--- src/rtl/run_control_timer.sv ---
// run_control_timer: counts clk cycles from a run request up to a programmable
// limit. One-shot mode (MODE 0) ends the run at the limit. Periodic mode
// (MODE 1) wraps to zero and pulses tick.
// A halt request ends the run early, and cause records why the run ended.
// There is no valid/ready handshake. en is a level request: it is sampled on
// every rising edge. A finished run stays in DONE until en drops.
module run_control_timer #(
   parameter int unsigned WIDTH = 8,
   parameter int unsigned LIMIT = 55,
   parameter int unsigned MODE  = 0
) (
   input  logic             clk,
   input  logic             rst,
   input  logic             en,
   input  logic             pause,
   input  logic             halt_req,
   input  logic             load,
   input  logic [WIDTH-1:0] load_val,
   output logic [WIDTH-1:0] count,
   output logic             tick,
   output logic             done,
   output logic [1:0]       cause,
   output logic             running
);

   typedef enum logic [1:0] {
      ST_IDLE = 2'd0,
      ST_RUN  = 2'd1,
      ST_DONE = 2'd2
   } state_t;

   localparam logic [1:0] CAUSE_NONE  = 2'b00;
   localparam logic [1:0] CAUSE_LIMIT = 2'b01;
   localparam logic [1:0] CAUSE_HALT  = 2'b10;

   localparam logic             PERIODIC    = (MODE != 0);
   localparam logic [WIDTH-1:0] LIMIT_RESET = WIDTH'(LIMIT);
   localparam logic [WIDTH-1:0] ONE         = WIDTH'(1);

   state_t           state;
   logic [WIDTH-1:0] limit_r;

   // running is a pure decode of the registered state, so it has no input path.
   assign running = (state == ST_RUN);

   // Run-control FSM: state, count, limit and the registered status outputs.
   always_ff @(posedge clk or posedge rst) begin
      if (rst) begin
         state   <= ST_IDLE;
         count   <= '0;
         limit_r <= LIMIT_RESET;
         tick    <= 1'b0;
         done    <= 1'b0;
         cause   <= CAUSE_NONE;
      end else begin
         // tick is a single-cycle pulse; it is set again only on a wrap.
         tick <= 1'b0;
         case (state)
            ST_IDLE: begin
               count <= '0;
               done  <= 1'b0;
               cause <= CAUSE_NONE;
               // A load in the same cycle as en applies to the run being started.
               if (load) begin
                  limit_r <= load_val;
               end
               if (en) begin
                  state <= ST_RUN;
               end
            end
            ST_RUN: begin
               if (halt_req) begin
                  // Halt wins over everything else, including pause and the limit.
                  state <= ST_DONE;
                  done  <= 1'b1;
                  cause <= CAUSE_HALT;
               end else if (!en) begin
                  state <= ST_IDLE;
                  count <= '0;
                  cause <= CAUSE_NONE;
               end else if (pause) begin
                  count <= count;
               end else if (count < limit_r) begin
                  count <= count + ONE;
               end else if (PERIODIC) begin
                  count <= '0;
                  tick  <= 1'b1;
               end else begin
                  // count stays at limit_r, so all-ones never wraps past itself.
                  state <= ST_DONE;
                  done  <= 1'b1;
                  cause <= CAUSE_LIMIT;
               end
            end
            ST_DONE: begin
               // Results are held until en drops; halt_req and pause have no effect.
               if (!en) begin
                  state <= ST_IDLE;
                  done  <= 1'b0;
                  cause <= CAUSE_NONE;
                  count <= '0;
               end
            end
            default: begin
               state <= ST_IDLE;
               count <= '0;
               done  <= 1'b0;
               cause <= CAUSE_NONE;
            end
         endcase
      end
   end

endmodule

--- config.mk ---
export PLATFORM = sky130hd
export DESIGN_NAME = run_control_timer
export DESIGN_NICKNAME = d
export VERILOG_FILES = /design/src/rtl/run_control_timer.sv
export SDC_FILE = /design/constraint.sdc
export NUM_CORES = 1
export LEC_CHECK = 0
export ABC_CLOCK_PERIOD_IN_PS = 2800
export BUFFER_PORTS_ARGS = -buffer_cell sky130_fd_sc_hd__buf_2
export CORE_UTILIZATION = 53
export CTS_CLUSTER_SIZE = 14
export DETAILED_ROUTE_END_ITERATION = 16
export GPL_TIMING_DRIVEN = 0
export PLACE_DENSITY = 0.86
export SYNTH_ARGS = -nofsm -noshare
export SYNTH_HDL_FRONTEND = slang
export SYNTH_SLANG_ARGS = --single-unit
--- constraint.sdc ---
create_clock -name clk -period 2.8 [get_ports clk]
set_input_delay 0.14 -clock clk [delete_from_list [all_inputs] [get_ports clk]]
set_output_delay 0.14 -clock clk [all_outputs]
set_load 0.05 [all_outputs]
Word-level counts from Yosys, hierarchy flattened
Index checks and enable logic that the tools add are counted. Widths: inputs -> output; s select.

Equality and inequality tests: 12. Reductions and logical operators: 6. Add/subtract/negate cells: 1. Mux-type cells: 24. Order comparisons: 1.

Operators with widths (number): $mux 8 (5); $mux 2 (10); $pmux 8 s2 (1); $ne 3x3->1 const B (4); $reduce_and 4->1 (3); $add 8x1->8 const B (1); $lt 8x8->1 (1); $ne 4x4->1 const B (2); $ne 2x2->1 const B (3); $pmux 2 s3 (1); $mux 1 (5); $pmux 2 s2 (1); $ne 3x2->1 const B (1); $reduce_and 3->1 (1); $eq 2x1->1 const B (1); $eq 2x2->1 const B (1); $logic_not 2->1 (1); $pmux 1 s2 (1); $reduce_and 2->1 (1).

Output and inout port bits: 13. Word-level logic and storage cells: 49. Bits in registers: 21.

Logic depth before layout (Yosys ltp)
Depth in word-level cells: 6. Depth in mapped cells: 8. Mapped depth without buffers: 7.

Worst setup path after synthesis
Ideal clock, no wire load.

Path kind: reg2reg. Start: reg count[2]. End: reg count[4]. Clock period less this slack: 2.183 ns. Data arrival time: 2.086 ns. Setup slack: 0.617 ns. Required time: 2.704 ns. Stages on the path, launching flop included: 8. Cells stage by stage: dfrtp_1 -> ha_1 -> a211oi_2 -> o21ai_1 -> a21o_1 -> or2_1 -> buf_6 -> o31ai_1.

Word-level cells in the longest chain between the ends: 6. Elaborated cells between the ends (all ways): 9.

RTL lines: start: declaration (line 19) `output logic [WIDTH-1:0] count,`; start signal: assignment (line 82) `count <= count;`; start signal: assignment (line 84) `count <= count + ONE;`; $add 8x1->8 (line 84); $mux 8 (line 83) `end else if (count < limit_r) begin`; $mux 8 (line 81) `end else if (pause) begin`; $mux 8 (line 77) `end else if (!en) begin`; $mux 8 (line 72) `if (halt_req) begin`; $pmux 8 s2 (line 58) `case (state)`.

Several ways; a longest one is shown, not always the timed one. The select of a mux whose other input is x is not followed. A chain may end at the register's enable or synchronous reset.

Worst setup path after layout
Start: reg limit_r[5]. End: reg count[5].

Word-level cells in the longest chain between the ends: 3.

RTL lines: start: declaration (line 41) `logic [WIDTH-1:0] limit_r;`; start signal: assignment (line 65) `limit_r <= load_val;`; $lt 8x8->1 (line 83); $ne 3x2->1 (no source line); $reduce_and 4->1 (no source line).

No other way between the ends.

==> impl_metrics.json <==
{
  "max_cap_viol_count": 0,
  "hold_violations": 0,
  "n_fill_cell": 179,
  "rsz0062_at_grt": "no",
  "path_buf_inv": 2,
  "synth_adder_area_share_pct": 8.27,
  "cp_max_fo": 8,
  "syn_area_um2": 1210,
  "drive_gt1_share_pct": 25.6,
  "core_um2": 2060,
  "grt_pass1_wl_um": 4620,
  "clk_latency_ns": 0.32,
  "finalHoldWorstSlack_ns": 0.0204,
  "seq_area_frac_synth_pct": 44.0,
  "synth_flop_cell": "dfrtp_1",
  "synth_top_family_by_area": "compound AO/OA/AOI/OAI gates",
  "portBuffers": 24,
  "ys_types": 34,
  "ys_ff_latch": 21,
  "dieArea_um2": 2480,
  "dr.first_iter.drc_count": 34,
  "clk_transition_reported_paths_ns": 0.13,
  "synth_top_area_share_pct": 33.1,
  "vias": 1085,
  "power_density_nw_per_um2": 516,
  "start_util_pct": 58.7,
  "worst_setup_path_end_kind": "register",
  "utilization_pct": 68.0,
  "die_x_um": 49.8,
  "finClkSkew_ns": 0.0103,
  "layout_min_cycle_time_ns": 2.25,
  "synth-edff-count": 0,
  "grt_max_degree": 22,
  "crit_family": "compound AO/OA/AOI/OAI gates",
  "area_growth_pct": 15.8,
  "ios": 27,
  "tightestPinTransition_ns": 0.855,
  "h-tree-depth": 1,
  "dp_hpwl_um": 2030,
  "outcome": "complete, no violations",
  "cts_resized": 0,
  "cts_hold_buf": 1,
  "hold_class": "in -> reg",
  "final_nets": 183,
  "synth_compound_area_share_pct": 20.8,
  "cts_tree": "yes",
  "crit_chain": "inv_1 > ha_1 > a211oi_2 > o21ai_1 > a21o_1 > or2_1 > buf_6 > o31ai_1",
  "synth_top_area_cell": "dfrtp_1",
  "synth-simple-area-share_pct": 19.5,
  "seqCellArea_um2": 532,
  "clock_path_buffers": 2,
  "max_slew_margin_pct": 42.9,
  "synth_xor_area_share_pct": 0,
  "crit_type": "reg -> reg",
  "cts_buffers": 3,
  "cpMaxStageDelayCell": "dfstp_2",
  "synth_nets": 153,
  "synth_most_common_cell": "nand2_1",
  "leakagePower_nw": 0.688,
  "first_pass_iters": 4,
  "peakVddDrop_v": 0.000339,
  "grt_pass1_vias": 1042,
  "ant_nets": 0,
  "die_h_um": 49.8,
  "worstSetupStartpointType": "register",
  "fmax_mhz": 445,
  "dp_worst_setup_slack_ns": 0.582,
  "finalCritPeriodShare_pct": 80.3,
  "grtUsageTotal_pct": 24.8,
  "grt_overflow": 0,
  "slew_violations": 0,
  "setup_viol": 0,
  "critical-path-max-stage-delay_ns": 0.54,
  "drt_wl_total_um": 2740,
  "remaining_drc_errors": 0,
  "netlist_top_cells_area": "dfrtp_1, dfstp_2, ha_1",
  "post_cts_buffers": 0,
  "diodes": 0,
  "dp_cells": 182,
  "yosys_warnings": 0,
  "synth.avg_cell_area_um2": 9.24,
  "multi_input_area_um2": 613,
  "critPathRequiredTime_ns": 3.02,
  "routedWlPerCell_um": 14.7,
  "ys_top_cells_by_count": "nand2_1, dfrtp_1, o21ai_0",
  "viasPerCell": 5.80,
  "clockRootBuffer": "clkbuf_4",
  "rows": 16,
  "place.gp.congestion": 0.801,
  "synthArstFlopShare_pct": 100,
  "cts.sinks": 21,
  "antenna_found_initial": 0,
  "synthMuxAreaShare_pct": 1.76,
  "syn_inst": 131,
  "fin_cells": 187,
  "crit_arrival_ns": 2.47,
  "setup_tns_ns": 0,
  "fin_ws_ns": 0.550
}
[final timing paths]
check                                       startpoint                endpoint  slack (ns)  cells past startpoint
min in group asynchronous                          rst  limit_r[6]$_DFFE_PP0P_        0.51                      3
worst max-delay path            limit_r[5]$_DFFE_PP1P_    count[5]$_DFFE_PP0P_        0.55                      8
worst max register to register  limit_r[5]$_DFFE_PP1P_    count[5]$_DFFE_PP0P_        0.55                      8
max in group asynchronous                          rst    count[2]$_DFFE_PP0P_        1.78                      3
worst min register to register    state[0]$_DFFE_PP0P_    state[0]$_DFFE_PP0P_        0.52                      1
worst min-delay path                       load_val[6]  limit_r[6]$_DFFE_PP0P_        0.02                      3
[layout make-up]
cell class | instances | share of cell area, %
Buffer | 5 | 2.50
Tap cell | 27 | 2.41
Clock inverter | 1 | 0.357
Sequential cell | 21 | 37.9
Timing Repair Buffer | 25 | 9.29
Multi-Input combinational cell | 97 | 43.8
Clock buffer | 3 | 1.61
Inverter | 8 | 2.14
[worst min-delay path, delay by kind of cell]
kind	cells	cell delay, ns
buffers and inverters	1	0.07
AO/OA/AOI/OAI	1	0.06
AND/OR/NAND/NOR	1	0.03
[through the flow]
stage / power (W) / cell area [um^2]
after global routing: 0.000761 / 1400
after CTS: 0.000727 / 1400
final: 0.000724 / 1400
after global placement: 0.000564 / 1360
after floorplan: 0.000521 / 1210
after detailed placement: 0.000575 / 1360
[where the power goes]
part	internal (W)	switching (W)
combinational	0.0000678	0.000131
sequential	0.000355	0.0000166
clock	0.0000534	0.0000997
[state kept, by name, indices dropped and copies added, names as in the netlist]
signal,cells
limit_r,8
state,2
count,8
cause,2
done,1
[layout by cell type (no fill, tap or decap), types with 2 or more instances in the layout]
| cell type | instances |
|---|---|
| dfstp_2 | 5 |
| o211ai_1 | 3 |
| ha_1 | 8 |
| nand2b_1 | 3 |
| clkbuf_4 | 3 |
| o21bai_1 | 2 |
| nor2_1 | 9 |
| nand4_1 | 2 |
| dfrtp_1 | 16 |
| buf_2 | 25 |
| nand3_1 | 6 |
| nor2b_1 | 5 |
| o21ai_0 | 13 |
| o21ai_1 | 2 |
| buf_4 | 2 |
| a21oi_1 | 2 |
| a211oi_2 | 2 |
| o311ai_0 | 6 |
| and3_1 | 2 |
| inv_1 | 8 |
| o31ai_1 | 4 |
| nand2_1 | 17 |
[cells by family (layout without fill, tap and decap cells)]
family	Yosys count	count (layout)
adders and majority gates	8	8
muxes	2	2
buffers and inverters	13	42
AOI/OAI and AO/OA	37	37
and+or+nand+nor	49	49
DFF	21	21
other	1	1
[per-layer routing]
metal	part of all wire (%)	vias to the layer above	GRT usage, %	wire (um)
li1	-	528	-	-
met1	45	505	31.7	1220
met2	48	45	42.3	1310
met3	5.7	7	2.78	156
met4	1.9	0	10.0	51
met5	0	-	0	0
No activity file was read; power rests on OpenSTA's default activity.
